`config.mk`:
```
export PLATFORM = sky130hd
export DESIGN_NAME = dmem_wait
export DESIGN_NICKNAME = d
export VERILOG_FILES = /design/src/rtl/dmem_wait.sv
export SDC_FILE = /design/constraint.sdc
export NUM_CORES = 2
export LEC_CHECK = 0
export CELL_PAD_IN_SITES_DETAIL_PLACEMENT = 1
export CELL_PAD_IN_SITES_GLOBAL_PLACEMENT = 2
export CORE_MARGIN = 2
export CORE_UTILIZATION = 35
export DETAILED_ROUTE_END_ITERATION = 12
export PLACE_DENSITY_LB_ADDON = 0.15
export SLEW_MARGIN = 25
export SYNTH_ARGS = -nofsm -noshare
export SYNTH_HDL_FRONTEND = slang
export SYNTH_SLANG_ARGS = --single-unit
```
`constraint.sdc`:
```
create_clock -name clk -period 4.3 [get_ports clk]
set_input_delay 1.075 -clock clk [delete_from_list [all_inputs] [get_ports clk]]
set_output_delay 1.075 -clock clk [all_outputs]
set_load 0.01 [all_outputs]
```
`src/rtl/dmem_wait.sv`:
```
// Data memory with request/done handshake, programmable wait states,
// byte-lane write enables and out-of-range error reporting.
module dmem_wait #(
  parameter int unsigned DATA_W      = 16,
  parameter int unsigned ADDR_W      = 16,
  parameter int unsigned DEPTH       = 256,
  parameter int unsigned WAIT_CYCLES = 1
) (
  input  logic                   clk,
  input  logic                   rst,
  input  logic                   req,
  input  logic                   we,
  input  logic [ADDR_W-1:0]      addr,
  input  logic [DATA_W-1:0]      wdata,
  input  logic [DATA_W/8-1:0]    be,
  output logic                   ready,
  output logic                   done,
  output logic [DATA_W-1:0]      rdata,
  output logic                   err
);

  localparam int unsigned LANES = DATA_W / 8;
  localparam int unsigned CNT_W = 4;
  localparam int unsigned IDX_W = (DEPTH > 1) ? $clog2(DEPTH) : 1;
  localparam logic [ADDR_W:0] DEPTH_X = (ADDR_W + 1)'(DEPTH);

  // Configuration sanity checks at elaboration.
  if (WAIT_CYCLES > 15) begin : g_bad_wait
    $error("dmem_wait: WAIT_CYCLES must be in 0..15");
  end
  if ((DATA_W % 8) != 0 || DATA_W == 0) begin : g_bad_width
    $error("dmem_wait: DATA_W must be a non-zero multiple of 8");
  end
  if (64'(DEPTH) > (64'(1) << ADDR_W) || DEPTH == 0) begin : g_bad_depth
    $error("dmem_wait: DEPTH must be in 1..2^ADDR_W");
  end

  typedef enum logic [1:0] {
    S_IDLE   = 2'd0,
    S_WAIT   = 2'd1,
    S_ACCESS = 2'd2
  } state_t;

  state_t              r_state;
  state_t              w_state_nxt;
  logic [CNT_W-1:0]    r_cnt;
  logic [CNT_W-1:0]    w_cnt_nxt;
  logic                w_accept;
  logic                w_access;
  logic                w_in_range;
  logic [IDX_W-1:0]    w_idx;

  logic                r_we;
  logic [ADDR_W-1:0]   r_addr;
  logic [DATA_W-1:0]   r_wdata;
  logic [LANES-1:0]    r_be;

  logic                r_ready;
  logic                r_done;
  logic                r_err;
  logic [DATA_W-1:0]   r_rdata;

  // Array contents start at zero at time 0 and are never cleared by rst.
  logic [DATA_W-1:0]   r_mem [DEPTH] = '{default: '0};

  assign w_in_range = ({1'b0, r_addr} < DEPTH_X);
  assign w_idx      = r_addr[IDX_W-1:0];

  // Next-state logic: accept in IDLE, count down in WAIT, complete in ACCESS.
  always_comb begin
    w_state_nxt = r_state;
    w_cnt_nxt   = r_cnt;
    w_accept    = 1'b0;
    w_access    = 1'b0;
    unique case (r_state)
      S_IDLE: begin
        if (req) begin
          w_accept = 1'b1;
          if (WAIT_CYCLES == 0) begin
            w_state_nxt = S_ACCESS;
          end else begin
            w_state_nxt = S_WAIT;
            w_cnt_nxt   = CNT_W'(WAIT_CYCLES) - CNT_W'(1);
          end
        end
      end
      S_WAIT: begin
        if (r_cnt == '0) begin
          w_state_nxt = S_ACCESS;
        end else begin
          w_cnt_nxt = r_cnt - CNT_W'(1);
        end
      end
      S_ACCESS: begin
        w_access    = 1'b1;
        w_state_nxt = S_IDLE;
      end
      default: begin
        w_state_nxt = S_IDLE;
      end
    endcase
  end

  // State and wait-counter registers; rst aborts any access in flight.
  always_ff @(posedge clk) begin
    if (rst) begin
      r_state <= S_IDLE;
      r_cnt   <= '0;
    end else begin
      r_state <= w_state_nxt;
      r_cnt   <= w_cnt_nxt;
    end
  end

  // Capture the request so inputs may change after acceptance.
  always_ff @(posedge clk) begin
    if (!rst && w_accept) begin
      r_we    <= we;
      r_addr  <= addr;
      r_wdata <= wdata;
      r_be    <= be;
    end
  end

  // Byte-lane write into the array on the completing edge.
  always_ff @(posedge clk) begin
    if (!rst && w_access && r_we && w_in_range) begin
      for (int i = 0; i < int'(LANES); i++) begin
        if (r_be[i]) begin
          r_mem[w_idx][8*i +: 8] <= r_wdata[8*i +: 8];
        end
      end
    end
  end

  // Registered handshake outputs; rdata only changes on a completed read.
  always_ff @(posedge clk) begin
    if (rst) begin
      r_ready <= 1'b1;
      r_done  <= 1'b0;
      r_err   <= 1'b0;
      r_rdata <= '0;
    end else begin
      r_ready <= (w_state_nxt == S_IDLE);
      r_done  <= w_access;
      r_err   <= w_access & ~w_in_range;
      if (w_access && !r_we) begin
        r_rdata <= w_in_range ? r_mem[w_idx] : '0;
      end
    end
  end

  assign ready = r_ready;
  assign done  = r_done;
  assign err   = r_err;
  assign rdata = r_rdata;

endmodule

```
**Word level (Yosys, flattened, before mapping)**

Memory sizes are Yosys's and may differ from the RTL's. A register that Yosys moved wholly into a read port is not among the register bits.
Index checks and enable logic that the tools add are counted.

- Register bits: 60
- Bits in writable memories: 4096
- Bits of input ports: 38
- Output and inout bits: 19
- Word-level logic and storage cells: 48
- Memories kept: 1

- Add/sub/neg operators: 1
- $lt $le $gt $ge: 1
- Equal/unequal tests: 4
- Muxes and demuxes: 17
- Bitwise gates (word level): 2
- Reduce and logical (&&, ||, !) cells: 12

Memory list:

| name | depth | width | rd ports | clocked after memory_dff | wr ports | line | source |
|---|---|---|---|---|---|---|---|
| r_mem | 256 | 16 | 1 | 1 | 1 | 64 | `logic [DATA_W-1:0] r_mem [DEPTH] = '{default: '0};` |

Operator list:

| operator | number |
|---|---|
| < comparator 16 x 9 -> 1 bit (second input constant) | 1 |
| 2-to-1 mux 16 bit | 1 |
| 2-to-1 mux 1 bit | 9 |
| 2-to-1 mux 4 bit | 2 |
| 2-to-1 mux 8 bit | 1 |
| one-hot mux 4 bit (2 select lines) | 1 |
| logical AND 1 bit | 5 |
| logical NOT 2 bit | 2 |
| logical NOT 4 bit | 1 |
| 2-to-1 mux 2 bit | 2 |
| != test 2 bit (second input constant) | 2 |
| one-hot mux 2 bit (2 select lines) | 1 |
| subtractor 4 x 1 -> 4 bit (second input constant) | 1 |
| AND reduction 3 bit | 1 |
| == test 2 x 1 -> 1 bit (second input constant) | 1 |
| == test 2 bit (second input constant) | 1 |
| logical NOT 1 bit | 2 |
| nonzero test 2 bit | 1 |
| bitwise AND 1 bit | 1 |
| inverter 1 bit | 1 |

**Longest topological paths before layout**

- Depth after elaboration: 7
- Depth in mapped cells: 13
- Mapped depth without buffers: 7

**Worst setup path after synthesis**

No wires, ideal clock.

- Kind: reg-to-reg
- From: register r_wdata[0]
- To: memory r_mem[0][0], data pin
- Library setup time: 817 ps
- Arrival time: 3228 ps
- Required time: 3483 ps
- Setup slack: 254 ps
- Stages on the path, launching flop included: 1
- Period minus slack after synthesis: 4046 ps
- Cells stage by stage: edfxtp_1

RTL lines:

| item | line | source |
|---|---|---|
| start: declaration | 55 | `logic [DATA_W-1:0] r_wdata;` |
| start signal: assignment | 120 | `r_wdata <= wdata;` |
| end: declaration | 64 |  |

Straight into the memory's write port.

==> results.ini <==
[critical_path]
worstPathMaxFanout=15
worst-endpoint-required_ns=5.15
crit_path_end_kind=flop
r2r-end=rdata[4]
start_kind=flop
criticalPathCategory=flop to flop
r2r_cells=11
r2r_slack_ns=0.1
worstPathArrival_ns=5.05

[grt]
grtUsageTotal_pct=22.76
met2_usage_pct=37.49
grt_use_met1_pct=32.28
antenna_found_initial=33
gr-max-usage-layer=met2
gr-total-overflow=0
first_global_vias=88810
grt_pass1_wl_mm=739.4
met3_usage_pct=2.980
grt_max_degree=169

[yosys]
synth_fp_nets=7688
avgSynthCellArea_sq_um=21.09
ys_types=86
synth.ff_latch_count=4164
synth-edff-count=4131
async_flop_share_pct=0
synth_seq_area_share_pct=77.32
syn_area_sq_um=161300
synthCells=7648
synth_ff_type=edfxtp_1
ys.warnings.count=0

[drt]
drtIter0Drc=9103
wirelength_mm=534.5
ant_nets=0
drt_pass1_iterations=8
wl_per_cell_microns=34.48
vias=84340
viasPerCell=5.441
drc_errors=0

[sta]
final_period_minus_worst_setup_slack_ns=4.203
slew_headroom_pct=19.20
setup_viol=0
fin_crit_sh_pct=97.75
rsz0062_at_grt=false
setup_tns_ns=0
max_freq_mhz=237.9
fin_skew_ns=0.06115
tightest_slew_ns=1.212
hold_violations=0
slew_violations=0

[cts]
clock-sinks=4164
numCtsBuffers=458
cts_setup_buffers=0
ctsResizeCount=0
cts_tree=done
clk_path_buf_depth=4
clockRootBuffer=clkbuf_16
clk_latency_ns=1.02
hold_buffers=0
path_clk_slew_ns=0.06
h-tree-depth=5

[power_and_ir_drop]
power_switching_w=0.02128
power.share.sequential_pct=48.7
power_frac_comb_pct=7.4
p_sw_share_pct=23.18
leakagePower_nw=62.05
p_int_w=0.07055
pwr-share-clk_pct=43.8
vdd_drop_max_v=0.0003454
powerDensity_nw_per_um2=475.5

[die]
die_h_microns=682.9
die-area_sq_um=466300
io_pins=57
fp.dieW_microns=682.9
initial_core_util_pct=35.10
rows=249
core_sq_um=459500

[cells_and_area]
area_growth_pct=19.75
layout-drive-gt1-share_pct=31.67
nNetsFinal=8979
design_area_sq_um=193200
final_core_util_pct=42.03

[job]
maxCapViolations=0

[place]
hpwlAfterDp_mm=348.6
portBuffers=56
routabilityCongestion=0.8278
place_area_sq_um=177700

[hold_path]
hp-start=rdata[9]
min_path_cells=2
min_path_type=flop to flop
whs_endpoint=rdata[9]

[outcome]
status=finished, final reports clean

## metrics by stage
| stage | instances | hold slack, ns | setup slack [ns] | power, W |
|---|---|---|---|---|
| CTS | 15490 | 0.4816 | 0.1722 | 0.09275 |
| detailed placement | 14630 | 0.4679 | 0.1694 | 0.05250 |
| global route | 15490 | 0.5100 | 0.08274 | 0.09432 |
| global placement | 14620 | 0.4612 | 0.1607 | 0.05242 |
| floorplan | 7648 | 0.4737 | 0.2543 | 0.04933 |
| finish | 15500 | 0.4863 | 0.09667 | 0.09184 |
## placed cells by master, fill, tap and decap left out, types with 22 or more instances in the layout
cell,Yosys,routed
a211oi_1,26,25
mux2i_1,193,193
clkinv_1,1,102
clkbuf_1,158,81
nor2_1,632,625
clkdlybuf4s50_1,0,56
clkinv_2,0,89
buf_12,10,122
a221oi_1,27,27
clkbuf_16,0,465
nand2_1,195,183
a21oi_1,90,90
o22ai_1,159,159
mux2_2,76,76
a22oi_1,135,135
mux4_2,875,875
mux4_1,51,51
dfxtp_1,33,25
o21ai_0,62,61
nand4_1,41,41
nor3_1,52,50
bufinv_16,0,58
o221ai_1,43,43
buf_4,72,1111
nand3_1,73,67
clkinvlp_4,0,22
edfxtp_1,4131,4131
## final cells by class
| cell class | instances | area (sq um) |
|---|---|---|
| inverter | 16 | 65.06 |
| clock inverter | 301 | 3306 |
| antenna | 13 | 32.53 |
| tap | 6149 | 7694 |
| clock buffer | 559 | 12120 |
| fill | 43050 | 266400 |
| timing repair buffer | 1294 | 11450 |
| multi-input combinational | 3005 | 33750 |
| sequential | 4164 | 124700 |
## worst max path at each step
stage	from	to	slack [ns]	depth (start not counted)
6_report	flop	rdata[4]	0.1	11
3_5_place_dp	rst	rdata[15]	0.17	10
4_1_cts	flop	rdata[4]	0.17	11
3_3_place_gp	rst	rdata[15]	0.16	10
5_1_grt	flop	rdata[11]	0.08	8
2_1_floorplan	r_wdata[0]	r_mem[0][0]	0.25	0
## Yosys cell counts, types with 23 or more instances
library cell,instances,area share (%)
a221oi_1,27,0.15
a21oi_1,90,0.28
o21ai_0,62,0.19
dfxtp_1,33,0.41
clkbuf_1,158,0.37
mux4_2,875,12
mux2i_1,193,1.2
buf_4,72,0.34
nor3_1,52,0.16
mux2_2,76,0.53
buf_2,129,0.40
o22ai_1,159,0.62
a22oi_1,135,0.63
edfxtp_1,4131,77
mux4_1,51,0.83
nor2b_1,30,0.12
nand2_1,195,0.45
nand3_1,73,0.23
nand4_1,41,0.16
a211oi_1,26,0.12
nor4_1,23,0.089
buf_6,64,0.45
o221ai_1,43,0.23
nor2_1,632,1.5
## power by group through the flow
stage / sequential, W / clock, W / combinational (W)
CTS: 0.0447 / 0.0411 / 0.00691
global route: 0.0447 / 0.0425 / 0.00709
floorplan: 0.0459 / 0 / 0.00345
finish: 0.0448 / 0.0403 / 0.00681
detailed placement: 0.0456 / 0 / 0.00689
global placement: 0.0456 / 0 / 0.00680
## state kept, by name, indices dropped and copies added (netlist names), named ones only
name,count
r_state,2
err,1
r_mem,4096
rdata,16
ready,1
r_addr,16
done,1
r_cnt,4
r_we,1
r_wdata,16
r_be,2
## layer usage
metal / up-vias / wire, microns
met5: - / 49
met4: 8 / 13160
met3: 572 / 28880
met1: 46640 / 233500
met2: 2482 / 258900
li1: 34640 / -
## cells by family after synthesis
kind of cell / after synthesis / share of synthesized area [%]
DFF: 4164 / 77.32
muxes: 1195 / 14.78
and+or+nand+nor: 1135 / 3.091
AOI/OAI and AO/OA: 671 / 2.891
buffers and inverters: 479 / 1.900
xor gates and xnor gates: 2 / 0.01086
adders and majority gates: 2 / 0.01551
## critical path: stages (launching register included)
cell and delay, ns:
dfxtp_4 0.67, buf_12 0.27, buf_12 0.21, buf_4 0.22, and2_1 0.68, buf_4 0.28, nand2_1 0.06, a311oi_1 0.50
nand3_1 0.39, buf_4 0.30, nand4_1 0.26, a32oi_1 0.08
Power figures use the tool's default switching activity.
